$ cat config.mk
export PLATFORM = sky130hd
export DESIGN_NAME = sram_req_scheduler
export DESIGN_NICKNAME = d
export VERILOG_FILES = /design/src/rtl/sram_req_scheduler.sv
export SDC_FILE = /design/constraint.sdc
export NUM_CORES = 1
export LEC_CHECK = 0
export CAP_MARGIN = 20
export CORE_MARGIN = 3
export CORE_UTILIZATION = 35
export CTS_BUF_LIST = sky130_fd_sc_hd__clkbuf_8
export DETAILED_ROUTE_END_ITERATION = 16
export HOLD_SLACK_MARGIN = 0.1
export MAX_ROUTING_LAYER = met4
export PLACE_DENSITY_LB_ADDON = 0.2
export SYNTH_ARGS = -nofsm -noshare
export SYNTH_HDL_FRONTEND = slang
export SYNTH_SLANG_ARGS = --single-unit
$ cat constraint.sdc
create_clock -name sram_clock -period 4 [get_ports sram_clock]
set_clock_uncertainty 0.15 [all_clocks]
set_input_delay 0.8 -clock sram_clock [delete_from_list [all_inputs] [get_ports sram_clock]]
set_output_delay 0.8 -clock sram_clock [all_outputs]
set_load 0.02 [all_outputs]
$ cat src/rtl/sram_req_scheduler.sv
// Four-port SRAM request scheduler: two write ports and two read ports arbitrated
// round-robin with a starvation override, a registered SRAM command stage, and a
// tag pipeline that steers returning read data to the requesting read-data FIFO.
`timescale 1ns/1ps

module sram_req_scheduler #(
    parameter int unsigned READ_LATENCY = 3,
    parameter int unsigned MAX_WAIT     = 15
) (
    input  logic        sram_clock,
    input  logic        reset,
    input  logic [3:0]  req_valid,
    output logic [3:0]  req_pop,
    input  logic [53:0] w0_cmd,
    input  logic [53:0] w1_cmd,
    input  logic [17:0] r0_addr,
    input  logic [17:0] r1_addr,
    input  logic        r0_full,
    input  logic        r1_full,
    input  logic        sram_ready,
    output logic        sram_addr_valid,
    output logic [17:0] sram_addr,
    output logic [31:0] sram_data_in,
    output logic [3:0]  sram_write_mask,
    input  logic        sram_data_out_valid,
    output logic        r0_data_wr,
    output logic        r1_data_wr,
    output logic        tag_error
);

    localparam int unsigned CW = $clog2(MAX_WAIT + 1);
    localparam int unsigned DW = $clog2(READ_LATENCY + 1);
    localparam logic [CW-1:0] MAX_CNT = CW'(MAX_WAIT);

    typedef enum logic [1:0] {StIdle, StIssue, StHold} state_t;

    state_t              state_q;
    logic [1:0]          ptr_q;
    logic [CW-1:0]       wait_cnt_q [4];
    logic                cmd_read_q;
    logic                cmd_port_q;
    logic [READ_LATENCY-1:0] tag_valid_q;
    logic [READ_LATENCY-1:0] tag_port_q;
    logic [DW-1:0]       drain_q;

    logic [3:0]  eligible;
    logic [3:0]  starved;
    logic [3:0]  grant;
    logic [1:0]  grant_idx;
    logic        can_grant;
    logic [1:0]  idx;
    logic [17:0] nxt_addr;
    logic [31:0] nxt_data;
    logic [3:0]  nxt_mask;
    logic        tag_out_valid;
    logic        tag_out_port;
    logic        push_tag;
    logic        tag_err;

    // Arbitration: starved ports (lowest index) beat the round-robin pointer.
    always_comb begin
        eligible  = req_valid & {~r1_full, ~r0_full, 2'b11};
        can_grant = (state_q == StIdle) || sram_ready;
        starved   = '0;
        grant     = '0;
        grant_idx = '0;
        idx       = '0;
        for (int i = 0; i < 4; i++) begin
            starved[i] = eligible[i] && (wait_cnt_q[i] == MAX_CNT);
        end
        if (can_grant && !reset) begin
            if (starved != 4'b0000) begin
                // Descending scan so the lowest index is assigned last and wins.
                for (int i = 3; i >= 0; i--) begin
                    idx = 2'(i);
                    if (starved[idx]) begin
                        grant     = 4'b0001 << idx;
                        grant_idx = idx;
                    end
                end
            end else begin
                for (int i = 3; i >= 0; i--) begin
                    idx = ptr_q + 2'(i);
                    if (eligible[idx]) begin
                        grant     = 4'b0001 << idx;
                        grant_idx = idx;
                    end
                end
            end
        end
        req_pop = grant;
    end

    // Command mux for the granted port; reads carry no data and no mask.
    always_comb begin
        nxt_addr = '0;
        nxt_data = '0;
        nxt_mask = '0;
        case (grant_idx)
            2'd0: begin
                nxt_addr = w0_cmd[49:32];
                nxt_data = w0_cmd[31:0];
                nxt_mask = w0_cmd[53:50];
            end
            2'd1: begin
                nxt_addr = w1_cmd[49:32];
                nxt_data = w1_cmd[31:0];
                nxt_mask = w1_cmd[53:50];
            end
            2'd2:    nxt_addr = r0_addr;
            default: nxt_addr = r1_addr;
        endcase
    end

    // Issue FSM with the registered SRAM command stage and round-robin pointer.
    always_ff @(posedge sram_clock) begin
        if (reset) begin
            state_q         <= StIdle;
            ptr_q           <= '0;
            sram_addr_valid <= 1'b0;
            sram_addr       <= '0;
            sram_data_in    <= '0;
            sram_write_mask <= '0;
            cmd_read_q      <= 1'b0;
            cmd_port_q      <= 1'b0;
        end else begin
            if (can_grant && grant != 4'b0000) begin
                state_q         <= StIssue;
                ptr_q           <= grant_idx + 2'd1;
                sram_addr_valid <= 1'b1;
                sram_addr       <= nxt_addr;
                sram_data_in    <= nxt_data;
                sram_write_mask <= nxt_mask;
                cmd_read_q      <= grant_idx[1];
                cmd_port_q      <= grant_idx[0];
            end else begin
                case (state_q)
                    StIssue, StHold: begin
                        if (sram_ready) begin
                            state_q         <= StIdle;
                            sram_addr_valid <= 1'b0;
                        end else begin
                            state_q <= StHold;
                        end
                    end
                    default: state_q <= StIdle;
                endcase
            end
        end
    end

    // Per-port wait counters: count eligible-but-not-granted cycles, saturating.
    always_ff @(posedge sram_clock) begin
        for (int i = 0; i < 4; i++) begin
            if (reset || grant[i]) begin
                wait_cnt_q[i] <= '0;
            end else if (eligible[i] && wait_cnt_q[i] != MAX_CNT) begin
                wait_cnt_q[i] <= wait_cnt_q[i] + 1'b1;
            end
        end
    end

    // Read-return routing and error detection on the tag emerging from the pipe.
    always_comb begin
        push_tag      = sram_addr_valid && sram_ready && cmd_read_q;
        tag_out_valid = tag_valid_q[READ_LATENCY-1];
        tag_out_port  = tag_port_q[READ_LATENCY-1];
        r0_data_wr    = !reset && sram_data_out_valid && tag_out_valid && !tag_out_port;
        r1_data_wr    = !reset && sram_data_out_valid && tag_out_valid && tag_out_port;
        // Untagged data right after reset belongs to commands the reset discarded.
        tag_err = (sram_data_out_valid && !tag_out_valid && drain_q == '0)
               || (tag_out_valid && !sram_data_out_valid);
    end

    // Tag shift register, post-reset drain window and sticky error flag.
    always_ff @(posedge sram_clock) begin
        if (reset) begin
            tag_valid_q <= '0;
            tag_port_q  <= '0;
            drain_q     <= DW'(READ_LATENCY);
            tag_error   <= 1'b0;
        end else begin
            for (int i = READ_LATENCY - 1; i > 0; i--) begin
                tag_valid_q[i] <= tag_valid_q[i-1];
                tag_port_q[i]  <= tag_port_q[i-1];
            end
            tag_valid_q[0] <= push_tag;
            tag_port_q[0]  <= cmd_port_q;
            if (drain_q != '0) begin
                drain_q <= drain_q - 1'b1;
            end
            if (tag_err) begin
                tag_error <= 1'b1;
            end
        end
    end

endmodule

==> metrics.md, run 1 <==
| Metric | Value |
|---|---|
| Crit-path slowest cell | or3b_2 |
| Pwr dens | 637 nW/um^2 |
| Clock Path Buffers | 2 |
| Worst r2r src | ptr_q[1]$_SDFFE_PP0P_ |
| DPL Wire Length | between 10000 and 15000 um |
| Worst EP arrival | 2.90 ns |
| Cell count along the critical path | 7 |
| Slew HR | 0.547 |
| Routed WL per cell | 16.5 um |
| Die area | ~15000 sq um |
| Worst Hold Class | flip-flop to flip-flop |
| Clk pwr share | 0.138 |
| Setup bufs post-CTS | 0 |
| Worst Setup SP | req_valid[3] |
| Ys async rst share | 0 |
| Std cell rows | 42 |
| Root Buffer Master | clkbuf_8 |
| Top post-synthesis cells by area | dfxtp_1, mux2i_1, edfxtp_1 |
| Die Y | about 120 um |
| Critical path class | input pin to primary output |
| Die X | 123 um |
| Area Overhead vs Synth | 57.2% |
| Worst Slack Setup Final | 0.152 ns |
| TritonCTS clock tree | done |
| Worst Reg-to-Reg Cells | 12 |
| Ys Warns | 0 |
| Top post-synthesis cells by count | dfxtp_1, mux2i_1, nand2b_1 |
| Leak pwr | 3.16 nW |
| H-tree Lvls | 3 |
| CP Buf/Inv Count | 2 |
| Syn_nets | around 670 |
| Post-CTS sizing | 4 |
| Mean Syn Cell Area | approximately 9.6 sq um |
| Sw frac | 0.386 |
| Reg power frac | 0.284 |
| Register area share after synthesis | 0.393 |
| Setup violations, final | 0 |
| Worst-path fanout max | 4 |
| Share of cells above drive strength 1 | 0.0962 |
| Dpl ws | -0.261 ns |
| DRC errors left | 0 |
| Status | finished, final reports clean |
| Min Tclk post-route | 3.85 ns |
| Maxcap violations | 0 |
| Final instance area | 7530 sq um |
| Psw | 0.00185 W |
| Antenna cells | 0 |
| Clk slew on worst S/H paths | approximately 0.090 ns |
| Comb pwr share | 0.578 |
| Global-route wire length before repair | 23600 um |
| Clock sink count | 86 |
| Slew Limit Fails | 0 |
| Initial antenna violation count | 0 |
| Num CTS Buffers | 9 |
| P_int | 0.00294 W |
| CP Cell Sequence | clkdlybuf4s50_1, or3b_2, a32oi_4, a21oi_1, a221o_1, nand2_1, dlygate4sd2_1 |
| Fin nets | 891 |
| Fin. Hold Viols | 0 |
| Dominant cell by count in the synthesized netlist | dfxtp_1 |
| Grt total ovfl | 0 |
| Total number of vias | 4641 |
| Commonest register cell after synthesis | dfxtp_1 |
| Critical path startpoint category | input pin |
| # IOs | 216 |
| Post-cts hold buffer count | 0 |
| Netlist cell types | 50 |
| Post-synth EDFFs | 16 |
| Top-area cell type share of the netlist area | 0.293 |
| Fmax | ~260 MHz |
| WP data required | 3.05 ns |
| Maximum vdd drop | 0.258 mV |
| Largest net degree at the start of global routing | 82 |
| Top Family by Delay on Critical Path | buffers and inverters |
| Vias in the first global route | just under 5000 |
| Drt pass-1 iters | 7 |
| CP peak stage delay | 0.49 ns |
| Core Footprint | approximately 13000 sq um |
| Antenna Nets Post-Route | 0 |
| Reg2reg setup slack | 0.67 ns |
| Placed cell count | 888 |
| IO buf count | 215 |
| Routed Wire Length | approximately 15000 um |
| Unrepaired setup endpoints after global routing | no |
| Non-Filler Instances | roughly 900 |
| Placed standard-cell area | 7320 sq um |
| Starting Density | 0.360 |
| Setup crit end kind | primary output |
| Dominant cell type by area after synthesis | dfxtp_1 |
| Post-Syn Area | 4790 sq um |
| Vias/cell | between 5 and 6 |
| Post-synthesis register bit count | 86 |
| Syn Inst Count | 501 |
| Worst-Margin Slew | 0.679 ns |
| Worst skew pair latency | between 0.3 and 0.4 ns |
| Total track usage | 0.204 |
| Tcrit/Tclk final | 0.962 |
| Gp weighted congestion | about 0.93 |
| Pwr Total | 0.00479 W |
| Initial DRC Count | 285 |
| FF-to-FF End | sram_data_in[13]$_SDFFE_PP0P_ |
| End point of the critical path | req_pop[1] |
-- final cells by class --
class / instances / area, sq um
timing repair buffer: 249 / 2460
clock inverter: 7 / 88.8
sequential: 86 / 1880
fill: 1209 / 5770
tap: 176 / 220
clock buffer: 9 / 124
multi-input combinational: 363 / 2700
inverter: 14 / 52.6
-- state kept, by name (all words and copies together), names as in the netlist, 2 cells and up --
register and count:
sram_data_in 32, sram_addr 18, wait_cnt_q 16, sram_write_mask 4, tag_port_q 3, tag_valid_q 3, drain_q 2, ptr_q 2
state_q 2
-- power by group through the flow --
stage                     logic (W)  clock network [W]  registers, W
after floorplan             0.00138                  0       0.00164
after global placement      0.00276                  0       0.00136
after detailed placement    0.00280                  0       0.00137
after CTS                   0.00280           0.000685       0.00136
after global routing        0.00300           0.000719       0.00140
final                       0.00277           0.000661       0.00136
-- worst min path at each step --
stage / start / end / slack (ns) / depth (start not counted)
2_1_floorplan: tag_port_q[0]$_SDFF_PP0_ / tag_port_q[1]$_SDFF_PP0_ / 0.26 / 1
3_3_place_gp: tag_port_q[1]$_SDFF_PP0_ / tag_port_q[2]$_SDFF_PP0_ / 0.28 / 1
3_5_place_dp: tag_valid_q[1]$_SDFF_PP0_ / tag_valid_q[2]$_SDFF_PP0_ / 0.28 / 1
4_1_cts: tag_valid_q[1]$_SDFF_PP0_ / tag_valid_q[2]$_SDFF_PP0_ / 0.30 / 1
5_1_grt: tag_valid_q[1]$_SDFF_PP0_ / tag_valid_q[2]$_SDFF_PP0_ / 0.31 / 1
6_report: tag_valid_q[1]$_SDFF_PP0_ / tag_valid_q[2]$_SDFF_PP0_ / 0.29 / 1
-- placed cells by master (no fill, tap or decap), drive strengths merged, types with 2 or more instances in the layout --
cell,netlist,final
a21o,4,4
a21oi,26,26
a221o,2,2
a222oi,18,18
a22oi,37,37
a31oi,3,3
a32oi,2,2
and2,4,4
and3,2,2
and4,2,2
buf,10,35
bufinv,0,2
clkbuf,28,12
clkdlybuf4s50,0,210
clkinv,0,3
dfxtp,70,70
edfxtp,16,16
ha,14,14
inv,14,16
mux2,3,3
mux2i,60,60
mux4,3,3
nand2,24,24
nand2b,60,60
nand3,14,14
nand3b,2,2
nand4,3,3
nor2,37,37
nor2b,10,10
nor3,2,2
nor3b,2,2
nor4,3,3
o21ai,3,3
or2,2,2
or3,2,2
or3b,2,2
xnor2,4,4
xor2,5,5
-- routing by layer --
layer,part of all wire,GRT usage
met5,0,-
met4,0.021,0.0693
met3,0.072,0.0636
met2,0.50,0.335
met1,0.41,0.238
-- kinds of logic (layout without fill, tap and decap cells) --
group | count (synthesis) | count (layout) | synth area share
buffers and inverters | 52 | 279 | 0.0484
AOI/OAI and AO/OA | 102 | 102 | 0.163
adders and majority gates | 14 | 14 | 0.0366
muxes | 66 | 66 | 0.148
and+or+nand+nor | 172 | 172 | 0.194
xor gates and xnor gates | 9 | 9 | 0.0165
DFF | 86 | 86 | 0.393
-- stage by stage --
step / TNS, ns / util / hold slack, ns
after detailed placement: -2.55 / 0.551 / 0.283
after global routing: 0 / 0.566 / 0.311
final: 0 / 0.566 / 0.293
after CTS: 0 / 0.566 / 0.301
after global placement: -1.08 / 0.551 / 0.282
after floorplan: 0 / - / 0.264
Note: power is estimated with default switching activity, not from simulation.
==> run 2, diff against run 1 <==
--- a/config.mk
+++ b/config.mk
@@ -13,6 +13,7 @@
 export HOLD_SLACK_MARGIN = 0.1
 export MAX_ROUTING_LAYER = met4
 export PLACE_DENSITY_LB_ADDON = 0.2
+export SETUP_SLACK_MARGIN = 0.4
 export SYNTH_ARGS = -nofsm -noshare
 export SYNTH_HDL_FRONTEND = slang
 export SYNTH_SLANG_ARGS = --single-unit
==> constraint.sdc (replaced) <==
create_clock -name sram_clock -period 4.99 [get_ports sram_clock]
set_clock_uncertainty 0.15 [all_clocks]
set_input_delay 0.998 -clock sram_clock [delete_from_list [all_inputs] [get_ports sram_clock]]
set_output_delay 0.998 -clock sram_clock [all_outputs]
set_load 0.02 [all_outputs]
==> run 2 against run 1 <==
Clock power is 20% lower. Sequential share of layout area is 0.49 points higher. Wire length is 0.13% lower. Sequential cell count stayed put. Utilization is 1.1 points lower. Critical path depth is 1 higher. Die area stayed put. Sequential power is 20% lower. Design area is 1.9% lower. Highest routed layer unchanged.
==> metrics.md, run 2 (synthesis results as in run 1) <==
| Metric | Value |
|---|---|
| Status | finished, final reports clean |
| Post-cts hold buffer count | 0 |
| Commonest non-fill, non-tap cells in the layout | clkdlybuf4s50_1, dfxtp_1, mux2i_1, nand2b_1 |
| Die X | approximately 120 um |
| Worst EP arrival | between 3 and 4 ns |
| Clk slew on worst S/H paths | about 0.080 ns |
| Vias in the first global route | around 4500 |
| CP Cell Sequence | clkdlybuf4s50_1, or3b_2, a32oi_4, a21oi_1, a22oi_1, o21ai_0, inv_1, clkdlybuf4s50_1 |
| DRC errors left | 0 |
| Share of cells above drive strength 1 | 0.0771 |
| P_int | approximately 0.0023 W |
| Reg power frac | 0.290 |
| Routed Wire Length | 14900 um |
| Die Y | 123 um |
| Max FFs per register | 32 |
| Worst-path fanout max | 5 |
| Min Tclk post-route | 4.58 ns |
| Total track usage | 0.198 |
| Setup violations, final | 0 |
| CP dominant cell by count | clkdlybuf4s50_1 |
| Antenna cells | 0 |
| Antenna Nets Post-Route | 0 |
| Root Buffer Master | clkbuf_8 |
| Setup TNS | 0 ns |
| Vias/cell | 5.10 |
| WP data required | between 3 and 4 ns |
| Leak pwr | 3.10 nW |
| Slew HR | 0.513 |
| Fin. Hold Viols | 0 |
| Initial antenna violation count | 0 |
| Global-route wire length before repair | 22600 um |
| Critical path startpoint category | input pin |
| Std cell rows | 42 |
| Biggest register | sram_data_in |
| TritonCTS clock tree | done |
| Worst r2r src | ptr_q[0]$_SDFFE_PP0P_ |
| Routed WL per cell | ~17 um |
| Unrepaired setup endpoints after global routing | yes |
| Placed cell count | 870 |
| DPL Wire Length | approximately 11000 um |
| Maxcap violations | 0 |
| Reg2reg setup slack | 1.41 ns |
| Worst Hold Class | flip-flop to flip-flop |
| Biggest regs | sram_data_in: 32 flops, sram_addr: 18 flops, wait_cnt_q: 16 flops |
| Initial DRC Count | 290 |
| # IOs | about 220 |
| Worst Reg-to-Reg Cells | 12 |
| Hold endpoint | tag_port_q[1]$_SDFF_PP0_ |
| Clock sink count | 86 |
| CP peak stage delay | 0.59 ns |
| Area Overhead vs Synth | 54.2% |
| Clk pwr share | 0.142 |
| Num CTS Buffers | 9 |
| Worst Hold Path Cells | 1 |
| Core Footprint | ~13000 sq um |
| Most common cell after layout, fill and taps aside | clkdlybuf4s50_1 |
| Maximum vdd drop | 0.249 mV |
| Gp weighted congestion | 0.922 |
| Setup crit end kind | primary output |
| Slew Limit Fails | 0 |
| IO buf count | around 220 |
| Pwr dens | 506 nW/um^2 |
| Hold Crit Start | tag_port_q[0]$_SDFF_PP0_ |
| Non-Filler Instances | 889 |
| Worst skew pair latency | 0.37 ns |
| Die area | 15100 sq um |
| Tcrit/Tclk final | 0.918 |
| Starting Density | 0.360 |
| Total number of vias | 4536 |
| Worst-Margin Slew | 0.731 ns |
| Psw | 0.00146 W |
| Grt total ovfl | 0 |
| Sw frac | 0.392 |
| Crit-path slowest cell | clkdlybuf4s50_1 |
| Hold slack | about 0.29 ns |
| Fin nets | 876 |
| Drt pass-1 iters | 6 |
| Critical path class | input pin to primary output |
| Comb pwr share | 0.567 |
| FF-to-FF End | sram_data_in[18]$_SDFFE_PP0P_ |
| Clock Path Buffers | 2 |
| H-tree Lvls | 3 |
| Largest net degree at the start of global routing | 82 |
| Fmax | 218 MHz |
run 2: power groups by stage:
| stage | clock, W | sequential (W) | combinational (W) |
|---|---|---|---|
| floorplan | 0 | 0.00131 | 0.00111 |
| global placement | 0 | 0.00109 | 0.00210 |
| detailed placement | 0 | 0.00110 | 0.00213 |
| CTS | 0.000549 | 0.00109 | 0.00213 |
| global route | 0.000572 | 0.00112 | 0.00229 |
| finish | 0.000532 | 0.00109 | 0.00212 |
run 2: critical path: cells and delay by family:
family | cells | cell delay [ns]
AND/OR/NAND/NOR | 1 | 0.49
buffers and inverters | 3 | 1.16
AO/OA/AOI/OAI | 4 | 0.78
run 2: worst max path at each step:
stage                       from  cells after the start  slack [ns]         end
detailed placement  req_valid[2]                      7        0.25  req_pop[2]
floorplan                r1_full                      5        1.26  req_pop[0]
finish              req_valid[3]                      8        0.41  req_pop[3]
CTS                 req_valid[3]                      7        0.42  req_pop[1]
global route        req_valid[2]                      8        0.34  req_pop[3]
global placement    req_valid[2]                      8        0.26  req_pop[3]
run 2: repair_timing:
action | CTS | global route
setup endpoints to repair | 4 | 2
gates resized for setup | 4 | 4
setup buffers | 0 | 3
run 2: area by class of cell:
cell class                      instances  area [sq um]
Clock inverter                          3          40.0
Tap cell                              176           220
Sequential cell                        86          1880
Multi-Input combinational cell        363          2700
Fill cell                            1206          5910
Clock buffer                           13           179
Timing Repair Buffer                  234          2300
Inverter                               14          52.6
run 2: layer usage:
layer | routed length [um] | global-route usage | share of wire
met1 | 5970 | 0.223 | 0.40
met2 | 7500 | 0.333 | 0.50
met3 | 1180 | 0.0714 | 0.079
met4 | 237 | 0.0560 | 0.016
met5 | 0 | - | 0
run 2: per-stage QoR:
step                area [sq um]  worst slack (ns)  utilization  total power [W]
floorplan                   4790              1.26            -          0.00242
global placement            7120             0.263        0.536          0.00318
detailed placement          7120             0.251        0.536          0.00322
CTS                         7340             0.417        0.552          0.00376
global route                7380             0.336        0.555          0.00398
finish                      7380             0.410        0.555          0.00374
